### src/rtl/axi_stream_pkg.sv
// Shared types and constants for the stream router: FSM encoding and the
// width and saturating-increment helper for the dropped-packet counter.
package axi_stream_pkg;

  typedef enum logic [1:0] {
    IDLE  = 2'd0,
    ROUTE = 2'd1,
    DROP  = 2'd2
  } router_state_t;

  localparam int DROP_CNT_WIDTH = 16;

  function automatic logic [DROP_CNT_WIDTH-1:0] sat_inc(input logic [DROP_CNT_WIDTH-1:0] v);
    if (v == {DROP_CNT_WIDTH{1'b1}}) begin
      return v;
    end else begin
      return v + {{(DROP_CNT_WIDTH-1){1'b0}}, 1'b1};
    end
  endfunction

endpackage

### src/rtl/stream_router_if.sv
// Bundle of the router's input stream, per-output streams and drop counter.
interface stream_router_if
  import axi_stream_pkg::*;
#(
  parameter int DATA_WIDTH = 32,
  parameter int OUTPUT_NUM = 2
) ();
  localparam int DEST_WIDTH = $clog2(OUTPUT_NUM);

  logic [DATA_WIDTH-1:0]     data_i;
  logic [DEST_WIDTH-1:0]     dest_i;
  logic                      last_i;
  logic                      valid_i;
  logic                      ready_o;
  logic [DATA_WIDTH-1:0]     data_o [OUTPUT_NUM];
  logic [OUTPUT_NUM-1:0]     last_o;
  logic [OUTPUT_NUM-1:0]     valid_o;
  logic [OUTPUT_NUM-1:0]     ready_i;
  logic [DROP_CNT_WIDTH-1:0] drop_count_o;

  modport master (
    output data_i, dest_i, last_i, valid_i, ready_i,
    input  ready_o, data_o, last_o, valid_o, drop_count_o
  );

  modport slave (
    input  data_i, dest_i, last_i, valid_i, ready_i,
    output ready_o, data_o, last_o, valid_o, drop_count_o
  );
endinterface

### src/rtl/stream_router_reg.sv
// One-entry valid/ready pipeline register for a data+last payload; it can be
// loaded while draining, so a stream through it runs at full rate.
module stream_reg #(
  parameter int DATA_WIDTH = 32
) (
  input  logic                  ACLK,
  input  logic                  ARESETn,
  input  logic [DATA_WIDTH-1:0] in_data_i,
  input  logic                  in_last_i,
  input  logic                  in_valid_i,
  output logic                  in_ready_o,
  output logic [DATA_WIDTH-1:0] out_data_o,
  output logic                  out_last_o,
  output logic                  out_valid_o,
  input  logic                  out_ready_i
);
  logic [DATA_WIDTH-1:0] data_q, data_d;
  logic                  last_q, last_d;
  logic                  valid_q, valid_d;

  assign in_ready_o  = !valid_q || out_ready_i;
  assign out_data_o  = data_q;
  assign out_last_o  = last_q;
  assign out_valid_o = valid_q;

  // Next slot contents: load wins, otherwise a drain empties the slot.
  always_comb begin
    data_d  = data_q;
    last_d  = last_q;
    valid_d = valid_q;
    if (in_valid_i && in_ready_o) begin
      data_d  = in_data_i;
      last_d  = in_last_i;
      valid_d = 1'b1;
    end else if (out_ready_i) begin
      valid_d = 1'b0;
    end else begin
      valid_d = valid_q;
    end
  end

  // Slot registers with synchronous reset.
  always_ff @(posedge ACLK) begin
    if (!ARESETn) begin
      data_q  <= {DATA_WIDTH{1'b0}};
      last_q  <= 1'b0;
      valid_q <= 1'b0;
    end else begin
      data_q  <= data_d;
      last_q  <= last_d;
      valid_q <= valid_d;
    end
  end
endmodule

### src/rtl/stream_router.sv
// One-to-many packet router: locks the destination on a packet's first beat,
// steers beats into per-output slots and swallows packets to absent outputs.
module stream_router
  import axi_stream_pkg::*;
#(
  parameter int DATA_WIDTH = 32,
  parameter int OUTPUT_NUM = 2
) (
  input logic           ACLK,
  input logic           ARESETn,
  stream_router_if.slave bus
);
  localparam int                  DEST_WIDTH = $clog2(OUTPUT_NUM);
  localparam logic [DEST_WIDTH:0] NUM_OUT    = (DEST_WIDTH+1)'(OUTPUT_NUM);

  router_state_t             state_q, state_d;
  logic [DEST_WIDTH-1:0]     dest_q, dest_d;
  logic [DEST_WIDTH-1:0]     sel_s;
  logic [DROP_CNT_WIDTH-1:0] drop_q, drop_d;
  logic                      dest_ok_s, route_s, state_ready_s, ready_s, accept_s;
  logic [OUTPUT_NUM-1:0]     slot_ready_s, load_s;

  // Select the target slot and derive ready; never looks at valid_i.
  always_comb begin
    dest_ok_s     = ({1'b0, bus.dest_i} < NUM_OUT);
    sel_s         = dest_q;
    route_s       = 1'b0;
    state_ready_s = 1'b0;
    case (state_q)
      IDLE: begin
        sel_s   = bus.dest_i;
        route_s = dest_ok_s;
        if (dest_ok_s) begin
          state_ready_s = slot_ready_s[bus.dest_i];
        end else begin
          state_ready_s = 1'b1;
        end
      end
      ROUTE: begin
        route_s       = 1'b1;
        state_ready_s = slot_ready_s[dest_q];
      end
      DROP: begin
        state_ready_s = 1'b1;
      end
      default: begin
        state_ready_s = 1'b0;
      end
    endcase
    if (!ARESETn) begin
      ready_s = 1'b0;
    end else begin
      ready_s = state_ready_s;
    end
  end

  assign accept_s         = bus.valid_i && ready_s;
  assign bus.ready_o      = ready_s;
  assign bus.drop_count_o = drop_q;

  // Route lock and drop counting advance only on an accepted beat.
  always_comb begin
    state_d = state_q;
    dest_d  = dest_q;
    drop_d  = drop_q;
    case (state_q)
      IDLE: begin
        if (accept_s && dest_ok_s) begin
          dest_d  = bus.dest_i;
          state_d = bus.last_i ? IDLE : ROUTE;
        end else if (accept_s) begin
          drop_d  = sat_inc(drop_q);
          state_d = bus.last_i ? IDLE : DROP;
        end else begin
          state_d = IDLE;
        end
      end
      ROUTE, DROP: begin
        if (accept_s && bus.last_i) begin
          state_d = IDLE;
        end else begin
          state_d = state_q;
        end
      end
      default: begin
        state_d = IDLE;
      end
    endcase
  end

  // Control registers with synchronous reset.
  always_ff @(posedge ACLK) begin
    if (!ARESETn) begin
      state_q <= IDLE;
      dest_q  <= {DEST_WIDTH{1'b0}};
      drop_q  <= {DROP_CNT_WIDTH{1'b0}};
    end else begin
      state_q <= state_d;
      dest_q  <= dest_d;
      drop_q  <= drop_d;
    end
  end

  for (genvar k = 0; k < OUTPUT_NUM; k++) begin : g_slot
    assign load_s[k] = accept_s && route_s && (sel_s == DEST_WIDTH'(k));

    stream_reg #(.DATA_WIDTH(DATA_WIDTH)) u_slot (
      .ACLK        (ACLK),
      .ARESETn     (ARESETn),
      .in_data_i   (bus.data_i),
      .in_last_i   (bus.last_i),
      .in_valid_i  (load_s[k]),
      .in_ready_o  (slot_ready_s[k]),
      .out_data_o  (bus.data_o[k]),
      .out_last_o  (bus.last_o[k]),
      .out_valid_o (bus.valid_o[k]),
      .out_ready_i (bus.ready_i[k])
    );
  end
endmodule

### src/flat_wrapper.sv
// flat-port wrapper written by rule: the top's interface ports become plain ports
module stream_router_flat import axi_stream_pkg::*;
#(
  parameter int DATA_WIDTH = 32,
  parameter int OUTPUT_NUM = 2
)
  (ACLK, ARESETn, bus_data_i, bus_dest_i, bus_last_i, bus_valid_i, bus_ready_i, bus_ready_o, bus_data_o, bus_last_o, bus_valid_o, bus_drop_count_o);
  stream_router_if #(.DATA_WIDTH(DATA_WIDTH), .OUTPUT_NUM(OUTPUT_NUM)) bus_i ();
  input logic ACLK;
  input logic ARESETn;
  input wire logic [$bits(bus_i.data_i)-1:0] bus_data_i;
  input wire logic [$bits(bus_i.dest_i)-1:0] bus_dest_i;
  input wire logic [$bits(bus_i.last_i)-1:0] bus_last_i;
  input wire logic [$bits(bus_i.valid_i)-1:0] bus_valid_i;
  input wire logic [$bits(bus_i.ready_i)-1:0] bus_ready_i;
  output wire logic [$bits(bus_i.ready_o)-1:0] bus_ready_o;
  output wire logic [$bits(bus_i.data_o)-1:0] bus_data_o;
  output wire logic [$bits(bus_i.last_o)-1:0] bus_last_o;
  output wire logic [$bits(bus_i.valid_o)-1:0] bus_valid_o;
  output wire logic [$bits(bus_i.drop_count_o)-1:0] bus_drop_count_o;
  assign bus_i.data_i = bus_data_i;
  assign bus_i.dest_i = bus_dest_i;
  assign bus_i.last_i = bus_last_i;
  assign bus_i.valid_i = bus_valid_i;
  assign bus_i.ready_i = bus_ready_i;
  assign bus_ready_o = bus_i.ready_o;
  assign bus_data_o = {>>{bus_i.data_o}};
  assign bus_last_o = bus_i.last_o;
  assign bus_valid_o = bus_i.valid_o;
  assign bus_drop_count_o = bus_i.drop_count_o;
  stream_router #(.DATA_WIDTH(DATA_WIDTH), .OUTPUT_NUM(OUTPUT_NUM)) u_core (.ACLK(ACLK), .ARESETn(ARESETn), .bus(bus_i));
endmodule
### config.mk
export PLATFORM = sky130hd
export DESIGN_NAME = stream_router_flat
export DESIGN_NICKNAME = d
export VERILOG_FILES = /design/src/rtl/axi_stream_pkg.sv /design/src/rtl/stream_router_if.sv /design/src/rtl/stream_router_reg.sv /design/src/rtl/stream_router.sv /design/src/flat_wrapper.sv
export SDC_FILE = /design/constraint.sdc
export NUM_CORES = 1
export LEC_CHECK = 0
export ABC_AREA = 1
export BUFFER_PORTS_ARGS = -buffer_cell sky130_fd_sc_hd__clkbuf_2
export CORE_ASPECT_RATIO = 2
export CORE_UTILIZATION = 40
export DETAILED_ROUTE_END_ITERATION = 6
export PLACE_DENSITY_LB_ADDON = 0.1
export SLEW_MARGIN = 40
export SYNTH_ARGS = -nofsm -noshare
export SYNTH_HDL_FRONTEND = slang
export SYNTH_SLANG_ARGS = --single-unit
### constraint.sdc
create_clock -name ACLK -period 1.34 [get_ports ACLK]
set_input_delay 0.134 -clock ACLK [delete_from_list [all_inputs] [get_ports ACLK]]
set_output_delay 0.134 -clock ACLK [all_outputs]
set_load 0.05 [all_outputs]
Yosys cells after proc, flatten, opt, wreduce, memory -nomap -nowiden

Cells that the tools add are included.
W data, S select, Z words.

Output and inout port bits: 85
Register bits: 71
Logic and storage cells: 47

Multiplexer cells: 16
Reduce and logical (&&, ||, !) cells: 17
Eq/ne operators: 3
Magnitude comparators: 2
Bitwise operators: 1

Operators by type and width:

| cell                 | count |
|---|---|
| $mux W1              | 12 |
| $logic_and A1 B1 Y1  | 7 |
| $lt A1 B2 Y1 const B | 2 |
| $mux W2              | 2 |
| $pmux W2 S2          | 1 |
| $reduce_bool A2 Y1   | 2 |
| $reduce_or A2 Y1     | 2 |
| $pmux W1 S3          | 1 |
| $eq A2 B1 Y1 const B | 1 |
| $eq A2 B2 Y1 const B | 1 |
| $logic_not A1 Y1     | 2 |
| $logic_not A2 Y1     | 1 |
| $logic_or A1 B1 Y1   | 2 |
| $ne A2 B1 Y1 const B | 1 |
| $reduce_and A2 Y1    | 1 |
| $not A1 Y1           | 1 |

Longest topological paths before layout

Depth in word-level cells: 11
Gate-level depth with buffers: 10
Gate-level depth less buffers: 9

Hierarchy

Synthesis repeated with hierarchy kept, for this count alone.

Cell total of the unflattened synthesis: 489
Area, all modules: 3329.4 um^2

Modules (own cells, without submodules):

| module        | instances | area an instance (um^2) | cells each |
|---|---|---|---|
| stream_reg    | 2         | 1508.9                  | 221 |
| stream_router | 1         | 311.5                   | 47 |

Least setup slack after synthesis

Ideal clock, no wire load.

Kind: flip-flop to flip-flop
From: reg u_core.state_q[0]
To: reg u_core.g_slot[1].u_slot.data_q[0]
Slack: -0.046 ns
Cell stages (with the launch flop): 11
Arrival: 1.272 ns
Required time: 1.226 ns
Cells stage by stage: dfxtp_1 > inv_2 > nand2_2 > nand2_4 > nand2_1 > nand2_1 > nor2_4 > buf_6 > nand4_1 > nand2_1 > nor2_1

Longest elaborated chain between the ends: 7

RTL lines:

| what                                 | line                    | text |
|---|---|---|
| start: declaration                   | stream_router.sv:16     | `router_state_t state_q, state_d;` |
| start signal: assignment             | stream_router.sv:98     | `state_q <= state_d;` |
| $eq A2 B2 Y1 (tied with other cells) | stream_router.sv:29     | `case (state_q)` |
| $pmux W1 S3 (*)                      | stream_router.sv:29     |  |
| $mux W1 (*)                          | stream_router.sv:50     | `if (!ARESETn) begin` |
| net bus_ready_o                      | flat_wrapper.sv:16      | `output wire logic [$bits(bus_i.ready_o)-1:0] bus_ready_o;` |
| $logic_and A1 B1 Y1 (*)              | stream_router.sv:57     | `assign accept_s = bus.valid_i && ready_s;` |
| $logic_and A1 B1 Y1 (*) (2 in a row) | stream_router.sv:105    | `assign load_s[k] = accept_s && route_s && (sel_s == DEST_WIDTH'(k));` |
| $logic_and A1 B1 Y1 (*)              | stream_router_reg.sv:31 | `if (in_valid_i && in_ready_o) begin` |
| end signal: assignment               | stream_router_reg.sv:45 | `data_q <= {DATA_WIDTH{1'b0}};` |
| end signal: assignment               | stream_router_reg.sv:49 | `data_q <= data_d;` |
| end: declaration                     | stream_router_reg.sv:17 | `logic [DATA_WIDTH-1:0] data_q, data_d;` |

The timed path passes the listed nets; every way through them passes the cells marked *.
A chain may end at the register's enable or synchronous reset.

Worst setup path after layout

From: reg u_core.state_q[0]
To: out bus_ready_o

Longest elaborated chain between the ends: 3

RTL lines:

| what                                 | line |
|---|---|
| $eq A2 B2 Y1 (tied with other cells) | stream_router.sv:29 |
| $pmux W1 S3 (*)                      | stream_router.sv:29 |
| $mux W1 (*)                          | stream_router.sv:50 |
| end: declaration                     | flat_wrapper.sv:16 |

Mark *: on every way between the ends. The rest lies on a longest branch, timed or not.

==> summary.md <==
| Metric | Value |
|---|---|
| Status | finished with violations |
| Violated checks | setup timing |
| Layout cells sized above 1 | 0.447 |
| CTS Buffer Depth | 2 |
| Pwr Total | 5.99 mW |
| Share of power burned in registers | 0.376 |
| Hold depth | 4 |
| DP HPWL | 5.40 mm |
| Largest net degree at the start of global routing | 34 |
| Syn avg cell area | 7.27 um2 |
| Final period demand of the worst path | 1590 ps |
| RSZ-0062 raised after global routing | yes |
| CP required | 1210 ps |
| Worst path arrival time | 1450 ps |
| Total CTS buffers | 9 |
| Setup-failing EPs final | 71 |
| Setup TNS | -10340 ps |
| Number of library cell types mapped by synthesis | 20 |
| Fmax | 630 MHz |
| Drt via density | 4.80 |
| Root Buffer | clkbuf_16 |
| RR Startpoint | u_core.state_q[0]$_SDFFE_PN0P_ |
| ANT nets after route | 0 |
| Hold WC Path Type | input port to flip-flop |
| Clk Latency, worst-skew pair | 330 ps |
| Initial Util | 0.413 |
| Clk sinks | 70 |
| Drt pass-1 iters | 4 |
| Placed cells | 598 |
| CTS H-tree lvls | 3 |
| Final worst slack | -246 ps |
| Initial antenna violation count | 0 |
| Row cnt | 44 |
| Clock share of power | 0.396 |
| Routed length per instance | 14.9 um |
| First-pass GRT wire length | 14.4 mm |
| Worst setup SP type | flip-flop |
| Max Transition Viols Final | 0 |
| DIE AREA | 0.00788 mm2 |
| Cell Int Power | 4.17 mW |
| Post-route insts no fill | 642 |
| Worst vdd ir | 0.677 mV |
| Net Sw Power | 1.82 mW |
| Setup WS pre-CTS | -341 ps |
| Final period util | 1.18 |
| Sequential fraction of the synthesis area | 0.466 |
| Final routed DRC violation total | 0 |
| R2R Setup Slk | -210 ps |
| 1st-iter DRT viols | 144 |
| Worst Skew | 3.92 ps |
| Total global routing overflow | 0 |
| Hold slack | 136 ps |
| Reg2reg end | u_core.g_slot[0].u_slot.out_data_o[20]$_SDFFE_PN0P_ |
| Cts hold-fix bufs | 0 |
| Ant. Diodes | 0 |
| Final net count | 584 |
| Vias in the first global route | 3024 |
| Pwr/cell area | 1270 mW/mm2 |
| Commonest cells after routing, fill and taps aside | 112 x nor2_1, 106 x clkbuf_2, 68 x dfxtp_1, 36 x inv_1 |
| Final hold vios | 0 |
| Hold_sp | bus_ready_i[1] |
| Critical path class | flip-flop to output port |
| Die Y | 125 um |
| Routed wire length | 9.54 mm |
| Mapped Area | 0.00300 mm2 |
| Die W | 63.3 um |
| Clk pin slew, worst setup/hold paths | 50 ps |
| Switching Fraction | 0.304 |
| # IOs | 124 |
| GRT Total Usage | 0.236 |
| Total number of vias | 3081 |
| Routability cong. | 0.780 |
| Syn-to-layout area delta | 57.4% |
| Max-Cap Viols | 0 |
| CTS tree | built |
| Synth Register Bits | 70 |
| IO Port Bufs | 107 |
| Max FO, Critical Path | 3 |
| Crit end category | output port |
| Logic pwr share | 0.228 |
| Core area | 0.00727 mm2 |
| Lkg Pwr | 2.31 nW |
| Worst Reg-to-Reg Cells | 12 |
| Most common cell after layout, fill and taps aside | nor2_1 |
| WHS Endpoint | u_core.g_slot[1].u_slot.out_valid_o$_SDFFE_PN0P_ |
| Cells after synthesis | 413 |
| Syn. warnings | 0 |
[metrics by stage]
stage                      util  area [um2]
after global placement    0.498        3620
final                     0.651        4730
after global routing      0.651        4730
after detailed placement  0.498        3620
after floorplan               -        3080
after CTS                 0.612        4450
[critical path: stages, from the launching register on]
cell and delay [ps]:
dfxtp_2 350, inv_2 60, nand2_4 70, nand2_4 70, nand2_4 60, buf_6 90
nand2_4 40, nor2_4 120, buf_12 130, buf_12 130
[what timing repair did]
action                     CTS  global route
setup endpoints to repair   70            71
gates resized for setup     73            33
buffers inserted            15             3
pin swaps                   11            25
gates cloned                 6             6
[final cells by class]
type | count | area (um2)
inverters | 41 | 159
clock inverters | 4 | 45.0
clock buffers | 12 | 256
well taps | 92 | 115
fillers | 659 | 2540
flip-flops and latches | 70 | 1400
repair buffers | 152 | 1220
multi-input cells | 271 | 1530
[cells in the mapped netlist, drive strengths merged]
cell | n | area, um2
nor2 | 142 | 548
dfxtp | 70 | 1400
buf | 40 | 292
inv | 40 | 150
nand2 | 39 | 156
nand4 | 36 | 238
a21oi | 35 | 175
clkbuf | 7 | 26.3
clkinv | 1 | 3.75
conb | 1 | 3.75
nand3 | 1 | 5.00
o21ai | 1 | 5.00
[how the worst max path moves through the flow]
stage                                        start                                                  end  slack, ps
floorplan           u_core.state_q[0]$_SDFFE_PN0P_   u_core.g_slot[1].u_slot.out_data_o[0]$_SDFFE_PN0P_         30
global placement    u_core.state_q[0]$_SDFFE_PN0P_  u_core.g_slot[1].u_slot.out_data_o[12]$_SDFFE_PN0P_       -270
detailed placement  u_core.state_q[0]$_SDFFE_PN0P_   u_core.g_slot[1].u_slot.out_data_o[3]$_SDFFE_PN0P_       -340
CTS                 u_core.state_q[0]$_SDFFE_PN0P_                                          bus_ready_o       -200
global route        u_core.state_q[0]$_SDFFE_PN0P_                                          bus_ready_o       -300
finish              u_core.state_q[0]$_SDFFE_PN0P_                                          bus_ready_o       -250
[state kept, by name, indices dropped and copies added (netlist names)]
signal,count
u_core.dest_q,1
u_core.g_slot.u_slot.out_data_o,64
u_core.g_slot.u_slot.out_valid_o,2
u_core.g_slot.u_slot.out_last_o,2
u_core.state_q,1
[power by group through the flow]
stage               registers [mW]  logic (mW)  clock network, mW
floorplan                     2.59       0.527                  0
finish                        2.25        1.37               2.37
CTS                           2.25        1.26               2.41
global placement              2.28        1.06                  0
global route                  2.26        1.45               2.48
detailed placement            2.29        1.07                  0
[logic make-up after synthesis]
logic type	Yosys count	share of synthesized area
AOI/OAI and AO/OA	36	0.0600
buffers and inverters	88	0.157
DFF	70	0.466
other	1	0.00125
and+or+nand+nor	218	0.315
[routing by layer]
| metal | GRT usage | up-vias | routed length, um |
|---|---|---|---|
| met1 | 0.250 | 1449 | 3630 |
| li1 | - | 1525 | - |
| met5 | 0 | - | 0 |
| met2 | 0.429 | 94 | 5330 |
| met3 | 0.0485 | 13 | 384 |
| met4 | 0.115 | 0 | 193 |
Note: power is estimated with default switching activity, not from simulation.
